File: config.mk
export PLATFORM = sky130hd
export DESIGN_NAME = gray_codec_display
export DESIGN_NICKNAME = d
export VERILOG_FILES = /design/src/rtl/gray_codec_pkg.sv /design/src/rtl/gray_codec_display_hex7seg.sv /design/src/rtl/gray_codec_display.sv
export SDC_FILE = /design/constraint.sdc
export NUM_CORES = 1
export LEC_CHECK = 0
export BUFFER_PORTS_ARGS = -buffer_cell sky130_fd_sc_hd__buf_4
export CAP_MARGIN = 20
export CORE_MARGIN = 2
export CORE_UTILIZATION = 59
export DETAILED_ROUTE_END_ITERATION = 10
export GPL_TIMING_DRIVEN = 0
export MAX_ROUTING_LAYER = met4
export PLACE_DENSITY = 0.94
export SLEW_MARGIN = 0
export SYNTH_ARGS = -nofsm -noshare
export SYNTH_HDL_FRONTEND = slang
export SYNTH_SLANG_ARGS = --single-unit
File: constraint.sdc
create_clock -name clk -period 4.3 [get_ports clk]
set_clock_uncertainty 0.2 [all_clocks]
set_input_delay 0.645 -clock clk [delete_from_list [all_inputs] [get_ports clk]]
set_output_delay 0.645 -clock clk [all_outputs]
set_load 0.05 [all_outputs]
File: src/rtl/gray_codec_pkg.sv
// Shared constants for the Gray code converter and its seven-segment display path.
package gray_codec_pkg;

  localparam int unsigned NIBBLE_W = 4;
  localparam int unsigned SEG_W    = 7;

  // Active-low segment patterns, bit order {g,f,e,d,c,b,a}
  localparam logic [SEG_W-1:0] SEG_HEX_0 = 7'b1000000;
  localparam logic [SEG_W-1:0] SEG_HEX_1 = 7'b1111001;
  localparam logic [SEG_W-1:0] SEG_HEX_2 = 7'b0100100;
  localparam logic [SEG_W-1:0] SEG_HEX_3 = 7'b0110000;
  localparam logic [SEG_W-1:0] SEG_HEX_4 = 7'b0011001;
  localparam logic [SEG_W-1:0] SEG_HEX_5 = 7'b0010010;
  localparam logic [SEG_W-1:0] SEG_HEX_6 = 7'b0000010;
  localparam logic [SEG_W-1:0] SEG_HEX_7 = 7'b1111000;
  localparam logic [SEG_W-1:0] SEG_HEX_8 = 7'b0000000;
  localparam logic [SEG_W-1:0] SEG_HEX_9 = 7'b0010000;
  localparam logic [SEG_W-1:0] SEG_HEX_A = 7'b0001000;
  localparam logic [SEG_W-1:0] SEG_HEX_B = 7'b0000011;
  localparam logic [SEG_W-1:0] SEG_HEX_C = 7'b1000110;
  localparam logic [SEG_W-1:0] SEG_HEX_D = 7'b0100001;
  localparam logic [SEG_W-1:0] SEG_HEX_E = 7'b0000110;
  localparam logic [SEG_W-1:0] SEG_HEX_F = 7'b0001110;
  localparam logic [SEG_W-1:0] SEG_OFF   = 7'b1111111;

  localparam logic MODE_B2G = 1'b0;
  localparam logic MODE_G2B = 1'b1;

endpackage

File: src/rtl/gray_codec_display_hex7seg.sv
// Combinational nibble to active-low seven-segment decoder.
module hex7seg
  import gray_codec_pkg::*;
(
  input  logic [NIBBLE_W-1:0] nib,
  output logic [SEG_W-1:0]    seg
);

  always_comb begin
    seg = SEG_OFF;
    case (nib)
      4'h0: seg = SEG_HEX_0;
      4'h1: seg = SEG_HEX_1;
      4'h2: seg = SEG_HEX_2;
      4'h3: seg = SEG_HEX_3;
      4'h4: seg = SEG_HEX_4;
      4'h5: seg = SEG_HEX_5;
      4'h6: seg = SEG_HEX_6;
      4'h7: seg = SEG_HEX_7;
      4'h8: seg = SEG_HEX_8;
      4'h9: seg = SEG_HEX_9;
      4'hA: seg = SEG_HEX_A;
      4'hB: seg = SEG_HEX_B;
      4'hC: seg = SEG_HEX_C;
      4'hD: seg = SEG_HEX_D;
      4'hE: seg = SEG_HEX_E;
      4'hF: seg = SEG_HEX_F;
      default: seg = SEG_OFF;
    endcase
  end

endmodule

File: src/rtl/gray_codec_display.sv
// Registered binary/Gray converter driving parallel and scanned hex seven-segment outputs.
module gray_codec_display
  import gray_codec_pkg::*;
#(
  parameter int unsigned WIDTH    = 8,
  parameter int unsigned SCAN_DIV = 50000
) (
  input  logic                          clk,
  input  logic                          rst,
  input  logic                          in_valid,
  input  logic                          mode,
  input  logic [WIDTH-1:0]              data_in,
  output logic                          out_valid,
  output logic [WIDTH-1:0]              data_out,
  output logic [SEG_W*(WIDTH/4)-1:0]    seg_all,
  output logic [SEG_W-1:0]              seg_scan,
  output logic [(WIDTH/4)-1:0]          an
);

  localparam int unsigned NDIG  = WIDTH / 4;
  localparam int unsigned IDX_W = (NDIG > 1) ? $clog2(NDIG) : 1;
  localparam int unsigned NSLOT = 1 << IDX_W;
  localparam int unsigned PRE_W = (SCAN_DIV > 1) ? $clog2(SCAN_DIV) : 1;

  if ((WIDTH % 4) != 0 || WIDTH < 4 || SCAN_DIV < 1) begin : g_param_check
    $error("gray_codec_display: WIDTH must be a multiple of 4 (>=4) and SCAN_DIV >= 1");
  end

  function automatic logic [WIDTH-1:0] bin2gray(input logic [WIDTH-1:0] b);
    logic [WIDTH-1:0] g;
    g[WIDTH-1] = b[WIDTH-1];
    for (int i = 0; i < int'(WIDTH) - 1; i++) begin
      g[i] = b[i+1] ^ b[i];
    end
    return g;
  endfunction

  // Prefix XOR from the MSB down; each bit depends on the one above it
  function automatic logic [WIDTH-1:0] gray2bin(input logic [WIDTH-1:0] g);
    logic [WIDTH-1:0] b;
    b[WIDTH-1] = g[WIDTH-1];
    for (int i = int'(WIDTH) - 2; i >= 0; i--) begin
      b[i] = b[i+1] ^ g[i];
    end
    return b;
  endfunction

  logic [PRE_W-1:0]             prescaler;
  logic [IDX_W-1:0]             index;
  logic [NSLOT-1:0][SEG_W-1:0]  dig_seg;

  always_ff @(posedge clk) begin
    if (rst) begin
      data_out  <= '0;
      out_valid <= 1'b0;
    end else begin
      out_valid <= in_valid;
      if (in_valid) begin
        data_out <= (mode == MODE_G2B) ? gray2bin(data_in) : bin2gray(data_in);
      end
    end
  end

  // Free-running scan: hold each digit for SCAN_DIV cycles
  always_ff @(posedge clk) begin
    if (rst) begin
      prescaler <= '0;
      index     <= '0;
    end else if (prescaler == PRE_W'(SCAN_DIV - 1)) begin
      prescaler <= '0;
      index     <= (index == IDX_W'(NDIG - 1)) ? '0 : index + IDX_W'(1);
    end else begin
      prescaler <= prescaler + PRE_W'(1);
    end
  end

  for (genvar k = 0; k < NDIG; k++) begin : g_dig
    hex7seg u_hex (
      .nib (data_out[4*k +: 4]),
      .seg (dig_seg[k])
    );
    assign seg_all[SEG_W*k +: SEG_W] = dig_seg[k];
  end

  // Pad unused mux slots so a non-power-of-two digit count indexes safely
  for (genvar k = NDIG; k < NSLOT; k++) begin : g_pad
    assign dig_seg[k] = SEG_OFF;
  end

  assign seg_scan = dig_seg[index];
  assign an       = ~(NDIG'(1) << index);

endmodule

==> impl_summary.txt <==
----------------------------------------------------
[Clock tree]
  Longest Clk Path Bufs ... 2
  Insertion delay to the later sink of the worst-skew pair ... about 0.29 ns
  Total clock buffers created by CTS ... 5
  H-tree levels ... 2
  Buffers inserted by post-CTS timing repair ... 0
  Root buffer cell ... sky130_fd_sc_hd__clkbuf_8
  Number of resized instances in the post-cts repair step ... 0
  CTS sink cnt ... 40
  CTS hold repair buffers ... 0
  Clock-pin transition on the worst setup and hold timing paths ... 0.07 ns
  Clock tree from TritonCTS ... built

[Placed design]
  Half-perimeter wire length of the detailed placement result ... 3.653 mm
  Dpl cell area ... ~2600 µm²
  Weighted congestion at the end of routability-driven global placement ... 0.8207
  Number of I/O port buffers ... 42

[Route]
  Post-detailed-routing wire length ... approximately 4.7 mm
  Number of design-rule violations left by the first detailed-router iteration ... 87
  Detailed-route via count ... 1859
  Routed Antenna Nets ... 0
  Wirelength per Cell ... between 10 and 15 µm
  Detailed-route DRC error count ... 0
  Number of vias per cell after detailed routing ... 5.549
  Drt first pass iters ... 4

[Global route]
  Vias in the first global route ... 1812
  Global-route total usage across every layer ... 24.64%
  Global-route wire length before repair ... 8.024 mm
  Initial antenna violation count ... 0
  Congestion Overflow GR ... 0
  Maximum number of pins on one net before global-route repair ... 12

[Worst setup path]
  Arr. time, crit path ... 2.99 ns
  Critical Path Max Stage Delay ... roughly 0.46 ns
  Path type of the worst setup path ... input port to flip-flop
  Worst endpoint required time ... 4.28 ns
  Crit path cell chain ... buf_2, nand2b_1, or2_2, mux4_1, and2_1, nor2_1, inv_1, ha_1, mux2_4, o2bb2ai_1
  Type of element launching the critical path ... input port
  Endpoint type of the worst setup path ... flip-flop
  Slowest library cell on the worst path ... sky130_fd_sc_hd__mux4_1
  Crit path max fanout ... 7
  Reg-to-reg slack, setup ... 2.16 ns

[Synthesis]
  Post-synth top flop ... sky130_fd_sc_hd__dfxtp_1
  Number of cells produced by synthesis ... 238
  Post-synthesis sequential area ratio ... 36.10%
  Synth Register Bits ... 40
  Share of Yosys cell area claimed by the top area cell type ... 36.10%
  Top cells by count, synth ... sky130_fd_sc_hd__dfxtp_1, sky130_fd_sc_hd__nor2_1, sky130_fd_sc_hd__inv_1
  Number of enable flip-flop cells after synthesis ... 0
  Number of synthesis warnings ... 0
  Avg Synthesized Cell Area ... slightly above 9 µm²
  Most frequently used cell type in the post-synthesis netlist ... sky130_fd_sc_hd__dfxtp_1
  Async set-or-reset flop fraction in the synthesized netlist ... 0%
  Dominant cells by area after synthesis ... sky130_fd_sc_hd__dfxtp_1, sky130_fd_sc_hd__ha_1, sky130_fd_sc_hd__xor2_1
  Post-Syn Nets ... 263
  Synth unique cells ... 44
  Cell type with the highest aggregate area in the netlist ... sky130_fd_sc_hd__dfxtp_1
  Netlist area before placement ... ~2200 µm²

[Layout]
  Area used by multi-input combinational logic ... around 1300 µm²
  Area growth syn-to-layout ... 20.42%
  Number of fillers in the final layout ... 288
  Sequential cell area in the final layout ... 800.8 µm²
  Antenna cell count ... 0
  Post-layout instance area ... 2671 µm²
  Proportion of layout cells with a drive suffix above 1 ... 25.09%
  Net count, final ... between 300 and 400

[STA]
  Fin Setup TNS ... 0 ns
  Count of endpoints failing hold in the final timing report ... 0
  Actual transition at the worst max-transition pin ... 0.5039 ns
  Top achievable clock speed ... 332.3 MHz
  Slew margin rel. ... 66.41%
  Pins over their slew limit ... 0
  Fin crit share ... a little over two thirds
  RSZ-0062 raised after global routing ... no
  Final setup vio count ... 0
  Min cycle time layout ... around 3 ns

[Floorplan]
  Initial Utilization ... 61.05%
  Number of cell rows ... 22
  I/O pin cnt ... 44
  Height of the chip ... 65.32 µm
  Die width ... 65.32 µm
  Die footprint ... about 4300 µm²
  Placeable core region ... around 3600 µm²

[Run]
  Reported max-cap violation count ... 0

[Power]
  Peak ir drop on the vdd network ... 0.2603 mV
  Power density over the cells ... 392.6 nW/µm²
  Static leakage ... 1.151 nW

[Hold path]
  Worst hold path type ... flip-flop to flip-flop

[Status]
  Status ... finished clean

----------------------------------------------------
## report_power, final
part / leakage (nW) / internal (mW) / switching [mW]
Combinational: 0.782 / 0.131 / 0.262
Clock: 0.0410 / 0.110 / 0.123
Sequential: 0.328 / 0.403 / 0.0193
Total: 1.15 / 0.645 / 0.404
## layout make-up
| type | instances | share of cell area [%] |
|---|---|---|
| Timing Repair Buffer | 42 | 11.80 |
| Clock inverter | 1 | 0.1874 |
| Sequential cell | 40 | 29.98 |
| Buffer | 10 | 1.920 |
| Inverter | 16 | 2.248 |
| Clock buffer | 6 | 2.717 |
| Tap cell | 48 | 2.248 |
| Multi-Input combinational cell | 172 | 48.90 |
## path summary, 6_finish.rpt
| kind | startpoint | to | cells after the start |
|---|---|---|---|
| max reg2reg | prescaler[0]$_SDFF_PP0_ | prescaler[8]$_SDFF_PP0_ | 7 |
| min reg2reg | prescaler[0]$_SDFF_PP0_ | prescaler[0]$_SDFF_PP0_ | 1 |
| max | data_in[3] | g_dig[0].u_hex.seg[5]$_DFF_P_ | 10 |
| min | prescaler[0]$_SDFF_PP0_ | prescaler[0]$_SDFF_PP0_ | 1 |
## state kept, by name (all words and copies together) (netlist names)
name and count:
prescaler 16, g_dig.u_hex.seg 14, data_out 8, index 1, out_valid 1
## cell usage in the layout (no fill, tap or decap), types with 3 or more instances in the layout
cell / netlist / layout
sky130_fd_sc_hd__buf_4: 1 / 43
sky130_fd_sc_hd__dfxtp_1: 40 / 40
sky130_fd_sc_hd__nor2_1: 30 / 30
sky130_fd_sc_hd__inv_1: 15 / 15
sky130_fd_sc_hd__nand2_1: 13 / 13
sky130_fd_sc_hd__xor2_1: 13 / 13
sky130_fd_sc_hd__ha_1: 13 / 13
sky130_fd_sc_hd__mux2i_1: 11 / 11
sky130_fd_sc_hd__nor3_1: 10 / 10
sky130_fd_sc_hd__mux2_2: 9 / 9
sky130_fd_sc_hd__nand3_1: 8 / 8
sky130_fd_sc_hd__xnor2_1: 8 / 8
sky130_fd_sc_hd__nand4_1: 8 / 8
sky130_fd_sc_hd__clkbuf_1: 6 / 7
sky130_fd_sc_hd__clkbuf_8: 0 / 5
sky130_fd_sc_hd__a21oi_1: 4 / 4
sky130_fd_sc_hd__o21ai_0: 4 / 4
sky130_fd_sc_hd__o22ai_1: 4 / 4
sky130_fd_sc_hd__nand2b_1: 3 / 3
sky130_fd_sc_hd__o221ai_1: 3 / 3
## per-stage QoR
step / power, mW / util, % / hold slack (ns) / std cells / worst slack, ns
global placement: 0.8113 / 71.38 / 0.2306 / 328 / 1.069
finish: 1.049 / 73.52 / 0.2566 / 335 / 1.291
CTS: 1.051 / 73.52 / 0.2527 / 335 / 1.292
floorplan: 0.7092 / - / 0.2175 / 238 / 1.218
detailed placement: 0.8221 / 71.38 / 0.2419 / 328 / 0.9992
global route: 1.097 / 73.52 / 0.2982 / 335 / 1.154
## critical path: cells and delay by family
family / cells / cell delay (ns)
adder cells (fa/ha/maj): 1 / 0.30
multiplexers: 2 / 0.74
AO/OA/AOI/OAI: 1 / 0.12
buffers and inverters: 2 / 0.30
AND/OR/NAND/NOR: 4 / 0.90
## logic make-up (layout without fill, tap and decap cells)
family / count (synthesis) / in the layout / synth area share, %
buffers and inverters: 26 / 75 / 5.019
adders and majority gates: 13 / 13 / 7.332
AOI/OAI and AO/OA: 24 / 24 / 7.276
DFF: 40 / 40 / 36.10
muxes: 23 / 23 / 12.41
and+or+nand+nor: 88 / 88 / 19.85
xor gates and xnor gates: 24 / 24 / 12.01
## routing by layer
metal / share of wire (%) / GRT usage (%) / wire (µm) / vias to the layer above
li1: - / - / - / 919
met5: 0 / - / 0 / -
met2: 53 / 44.39 / 2506 / 50
met3: 3.9 / 4.110 / 185 / 9
met4: 1.4 / 7.813 / 65 / 0
met1: 42 / 27.87 / 1990 / 881
(Power assumes the default switching activity.)
